$ cat src/rtl/fetch_sequencer.sv
// IF-stage fetch sequencer: drives next-PC, runs the imem req/ack handshake and owns IF/ID.
// Define FETCH_PERF_CNT_EN to add the perf_fetched / perf_wait counters.
module fetch_sequencer #(
  parameter logic [31:0] RESET_VECTOR = 32'h0000_0000,
  parameter int unsigned PC_INC       = 4
) (
  input  logic        clock,
  input  logic        reset,
  input  logic [31:0] pc_in,
  output logic [31:0] pc_next,
  output logic        imem_req,
  output logic [31:0] imem_addr,
  input  logic        imem_ack,
  input  logic [31:0] imem_rdata,
  input  logic        stall,
  input  logic        branch_taken,
  input  logic [31:0] branch_target,
  input  logic        jump,
  input  logic [31:0] jump_target,
  output logic        ifid_valid,
  output logic [31:0] ifid_instr,
  output logic [31:0] ifid_pc_plus4
`ifdef FETCH_PERF_CNT_EN
  ,
  output logic [31:0] perf_fetched,
  output logic [31:0] perf_wait
`endif
);

  typedef enum logic [0:0] {StReq, StHold} state_e;

  state_e      state_q;
  logic        pend_valid_q;
  logic [31:0] pend_target_q;
  logic [31:0] hold_instr_q;
  logic [31:0] hold_pc4_q;

  logic        redirect;
  logic [31:0] redirect_target;
  logic [31:0] pc_plus;

  // Branch resolves in EX, so it belongs to an older instruction than an ID jump.
  assign redirect        = branch_taken | jump;
  assign redirect_target = branch_taken ? branch_target : jump_target;
  assign pc_plus         = pc_in + 32'(PC_INC);
  assign imem_addr       = pc_in;

  always_comb begin
    pc_next  = pc_in;
    imem_req = 1'b0;
    if (reset) begin
      pc_next = RESET_VECTOR;
    end else begin
      unique case (state_q)
        StReq: begin
          imem_req = 1'b1;
          if (imem_ack) begin
            if (redirect)          pc_next = redirect_target;
            else if (pend_valid_q) pc_next = pend_target_q;
            else                   pc_next = pc_plus;
          end
        end
        StHold: begin
          if (redirect) pc_next = redirect_target;
        end
        default: pc_next = pc_in;
      endcase
    end
  end

  always_ff @(posedge clock) begin
    if (reset) begin
      state_q       <= StReq;
      pend_valid_q  <= 1'b0;
      pend_target_q <= '0;
      hold_instr_q  <= '0;
      hold_pc4_q    <= '0;
      ifid_valid    <= 1'b0;
      ifid_instr    <= '0;
      ifid_pc_plus4 <= '0;
    end else begin
      unique case (state_q)
        StReq: begin
          if (!imem_ack) begin
            // Address must stay stable until ack, so a redirect is parked until then.
            if (redirect) begin
              pend_valid_q  <= 1'b1;
              pend_target_q <= redirect_target;
              ifid_valid    <= 1'b0;
            end else if (!stall) begin
              ifid_valid <= 1'b0;
            end
          end else if (redirect || pend_valid_q) begin
            pend_valid_q <= 1'b0;
            ifid_valid   <= 1'b0;
          end else if (!stall) begin
            ifid_valid    <= 1'b1;
            ifid_instr    <= imem_rdata;
            ifid_pc_plus4 <= pc_plus;
          end else begin
            hold_instr_q <= imem_rdata;
            hold_pc4_q   <= pc_plus;
            state_q      <= StHold;
          end
        end
        StHold: begin
          if (redirect) begin
            ifid_valid <= 1'b0;
            state_q    <= StReq;
          end else if (!stall) begin
            ifid_valid    <= 1'b1;
            ifid_instr    <= hold_instr_q;
            ifid_pc_plus4 <= hold_pc4_q;
            state_q       <= StReq;
          end
        end
        default: state_q <= StReq;
      endcase
    end
  end

`ifdef FETCH_PERF_CNT_EN
  logic fetch_load;
  logic wait_cycle;

  assign fetch_load = ((state_q == StReq) && imem_ack && !redirect && !pend_valid_q && !stall) ||
                      ((state_q == StHold) && !redirect && !stall);
  assign wait_cycle = (state_q == StReq) && !imem_ack;

  always_ff @(posedge clock) begin
    if (reset) begin
      perf_fetched <= '0;
      perf_wait    <= '0;
    end else begin
      if (fetch_load) perf_fetched <= perf_fetched + 32'd1;
      if (wait_cycle) perf_wait    <= perf_wait + 32'd1;
    end
  end
`else
  // Counters absent in this build.
`endif

endmodule
$ cat config.mk
export PLATFORM = sky130hd
export DESIGN_NAME = fetch_sequencer
export DESIGN_NICKNAME = d
export VERILOG_FILES = /design/src/rtl/fetch_sequencer.sv
export SDC_FILE = /design/constraint.sdc
export NUM_CORES = 1
export LEC_CHECK = 0
export ABC_AREA = 1
export CAP_MARGIN = 5
export CELL_PAD_IN_SITES_DETAIL_PLACEMENT = 0
export CELL_PAD_IN_SITES_GLOBAL_PLACEMENT = 1
export CORE_ASPECT_RATIO = 1.2
export CORE_MARGIN = 2
export CORE_UTILIZATION = 34
export CTS_BUF_LIST = sky130_fd_sc_hd__clkbuf_4 sky130_fd_sc_hd__clkbuf_8
export DETAILED_ROUTE_END_ITERATION = 6
export GPL_ROUTABILITY_DRIVEN = 0
export PLACE_DENSITY = 0.92
export SYNTH_ARGS = -nofsm -noshare
export SYNTH_HDL_FRONTEND = slang
export SYNTH_SLANG_ARGS = --single-unit
$ cat constraint.sdc
create_clock -name clock -period 2 [get_ports clock]
set_input_delay 0.4 -clock clock [delete_from_list [all_inputs] [get_ports clock]]
set_output_delay 0.4 -clock clock [all_outputs]
set_load 0.03 [all_outputs]
==> flow_summary.yaml <==
run_status:
  status: "complete, but fails checks"
  violations: "setup timing"
placement:
  dp_worst_setup_slack_ns: -0.875
  dp_hpwl_microns: 23400
  dp.cells: 2000
  numPortBuffers: 263
clocking:
  cts_buffer_depth: 2
  cts_tree: "yes"
  cts.hold.buffers_added: 0
  cts_root_buf: "clkbuf_8"
  htree_levels: 4
  cts_sinks: 163
  clk-insertion-delay-late_ns: 0.46
  cts-buffers-inserted: 17
  clk_pin_slew_ns: 0.10
floorplan:
  rows: 65
  dieArea_sq_um: 27800
  pin_count: 264
  die_w_microns: 153
  initial_core_util_pct: 34.4
  core_area_sq_um: 26200
  die_height_microns: 182
logic_synthesis:
  yosys.area_share.simple_pct: 24.3
  synth_adder_area_share_pct: 0.139
  netlist_area_sq_um: 9000
  synthArstFlopShare_pct: 0
  syn_area_per_cell_sq_um: 6.60
  synth_mux_area_share_pct: 2.56
  ys_seq_area_share_pct: 36.2
  synth_flop_cell: "dfxtp_1"
  syn_inst: 1364
  synth_compound_area_share_pct: 25.1
  synth.distinct_cells: 35
  ys_warn_count: 0
  synth-edff-count: 0
  synth_xor_area_share_pct: 1.17
  synth_top_family_by_area: "compound AO/OA/AOI/OAI gates"
  synth_fp_nets: 1499
  synth_seq_cells: 163
detailed_routing:
  drt_wl_total_microns: 36900
  ant_nets: 0
  dr.pass1.iters: 5
  drt_drc_violations_left: 0
  dr.first_iter.drc_count: 991
  vias_per_cell: 5.34
  wl_per_cell_microns: 17.6
  route.vias.total: 11200
sta:
  hold_viol_final: 0
  slew_viol_final: 0
  finalSetupViolations: 35
  rsz0062_at_grt: "true"
  slew_headroom_pct: 46.9
  fin_crit_sh_pct: 118
  setup_ws_ns: -0.358
  fmax_mhz: 424
  timing.hold.ws_ns: 0.236
  period_needed_ns: 2.36
  tightestPinTransition_ns: 0.797
  finalClockSkew_ns: 0.0101
setup_path:
  rrSetupSlack_ns: 0.12
  arrival_ns: 2.72
  crit_path_end_kind: "flip-flop"
  required_ns: 2.36
  crit_type: "primary input to flip-flop"
  cp-start-kind: "primary input"
  r2r-start: "state_q"
  cp-startpoint: "pc_in[2]"
  crit_fanout: 5
global_route:
  antenna_found_initial: 0
  grt_pass1_wl_microns: 56000
  grt_pass1_vias: 10400
  overflow: 0
  grt_max_degree: 77
  gr-usage-all-layers_pct: 24.9
flow_run:
  drv_cap: 0
finish:
  finalNetCount: 1880
  drive_above_1_share_pct: 32.7
  fillers: 2299
  final_util_pct: 57.3
  stdcell_count: 2093
  syn2layout_area_growth_pct: 66.6
  diodes: 0
power:
  leakagePower_nw: 6.63
  ir_drop_mv: 0.386
  p_per_area_nw_per_um2: 563
worst_hold_path:
  holdCritStartpoint: "pc_in[2]"
  hp-class: "primary input to flip-flop"
==> routing by layer <==
metal	global-route usage, %	share of wire [%]
met1	31.0	40
met2	41.4	47
met3	4.23	7.0
met4	12.9	5.7
met5	0	0
==> final timing paths <==
path,end,cells after the start
setup / recovery,ifid_pc_plus4[22],22
hold / removal,hold_pc4_q[2],3
setup reg to reg,ifid_pc_plus4[30],9
hold reg to reg,ifid_instr[17],2
==> critical path, cell delays in order <==
cell	delay, ns
buf_6	0.10
ha_4	0.16
nand2_4	0.08
nor2_4	0.07
nand2_4	0.10
nor2_4	0.07
nand2_2	0.06
nand2_2	0.06
buf_4	0.13
buf_4	0.12
buf_4	0.12
buf_4	0.12
buf_4	0.12
buf_4	0.13
buf_4	0.13
buf_4	0.12
buf_4	0.12
buf_4	0.12
buf_4	0.13
buf_4	0.13
nand3_4	0.06
a21oi_2	0.05
==> where the power goes <==
part | leakage (nW) | switching (mW) | internal (mW)
Combinational | 5.11 | 1.38 | 1.18
Sequential | 1.33 | 0.0837 | 3.38
Clock | 0.191 | 1.49 | 0.941
Total | 6.63 | 2.95 | 5.50
==> cell usage in the layout (no fill, tap or decap), types with 6 or more instances in the layout <==
cell             instances
mux2i_1                 22
nand2_4                  9
nand3_2                  6
clkbuf_8                17
buf_16                   6
o21ai_0                128
buf_2                   16
or2_2                   13
dlygate4sd2_1            7
buf_6                   47
o211ai_1                 7
a21oi_1                147
inv_2                    8
nand3_1                 19
dfxtp_1                161
xor2_1                   6
inv_1                   60
o21ai_2                  8
nor2_1                 151
buf_12                  35
nor2_4                  22
buf_4                  201
clkdlybuf4s50_1        163
nand2_1                225
a31oi_1                 37
nor2_2                  36
a21oi_4                 11
nand2_2                 62
a211oi_1                30
a21oi_2                 24
==> state kept, by name, indices dropped and copies added, names as in the netlist <==
name	count
ifid_pc_plus4	32
hold_pc4_q	32
state_q	1
pend_target_q	32
ifid_valid	1
hold_instr_q	32
ifid_instr	32
pend_valid_q	1
==> stage by stage <==
stage                     power (mW)  setup TNS (ns)  instance area [sq um]
after floorplan                 4.64          -0.223                   9200
after global placement          5.67          -54.65                  13000
after detailed placement        5.69          -59.89                  13000
after CTS                       8.36           -6.84                  14500
after global routing            8.80           -9.86                  15000
final                           8.45           -7.82                  15000
==> cell usage after synthesis, types with 2 or more instances <==
master	number	share of area, %
nand2b_1	2	0.14
clkbuf_1	57	2.4
buf_4	34	2.8
nand3_1	27	1.5
xor2_1	10	0.97
nand2_1	296	12
nor2_1	206	8.6
buf_6	3	0.38
o211ai_1	7	0.58
buf_2	32	1.8
nor2_2	3	0.21
a21oi_1	182	10
dfxtp_1	163	36
inv_2	5	0.21
xnor2_1	2	0.19
a211oi_1	30	2.5
buf_1	3	0.13
o21ai_0	139	7.7
o221ai_1	3	0.29
mux2i_1	23	2.6
inv_1	67	2.8
o21ai_1	2	0.11
o211a_1	5	0.56
a31oi_1	37	2.6
or2_2	13	0.90
o2111ai_1	4	0.39
==> layout make-up <==
cell class | instances | area, sq um | area share [%]
timing repair buffer | 491 | 4900 | 32.7
clock inverter | 15 | 163 | 1.08
clock buffer | 17 | 234 | 1.56
inverter | 72 | 295 | 1.97
tap | 335 | 419 | 2.79
multi-input combinational | 1000 | 5720 | 38.2
sequential | 163 | 3270 | 21.8
==> repair_timing <==
item                                   in CTS  in global routing
resized for setup                         271                123
setup endpoints to repair                  38                 37
pin swaps                                  74                 67
setup buffers                              45                 15
gates cloned                                8                  0
endpoints found under the hold margin       0                  0
==> cell families (layout without fill, tap and decap cells) <==
logic type	count (synthesis)	in the layout
compound gates	412	412
simple gates	552	552
buf+inv	201	595
flops	163	163
fa+ha+maj	1	1
xor+xnor	12	12
mux	23	23
(Power assumes the default switching activity.)
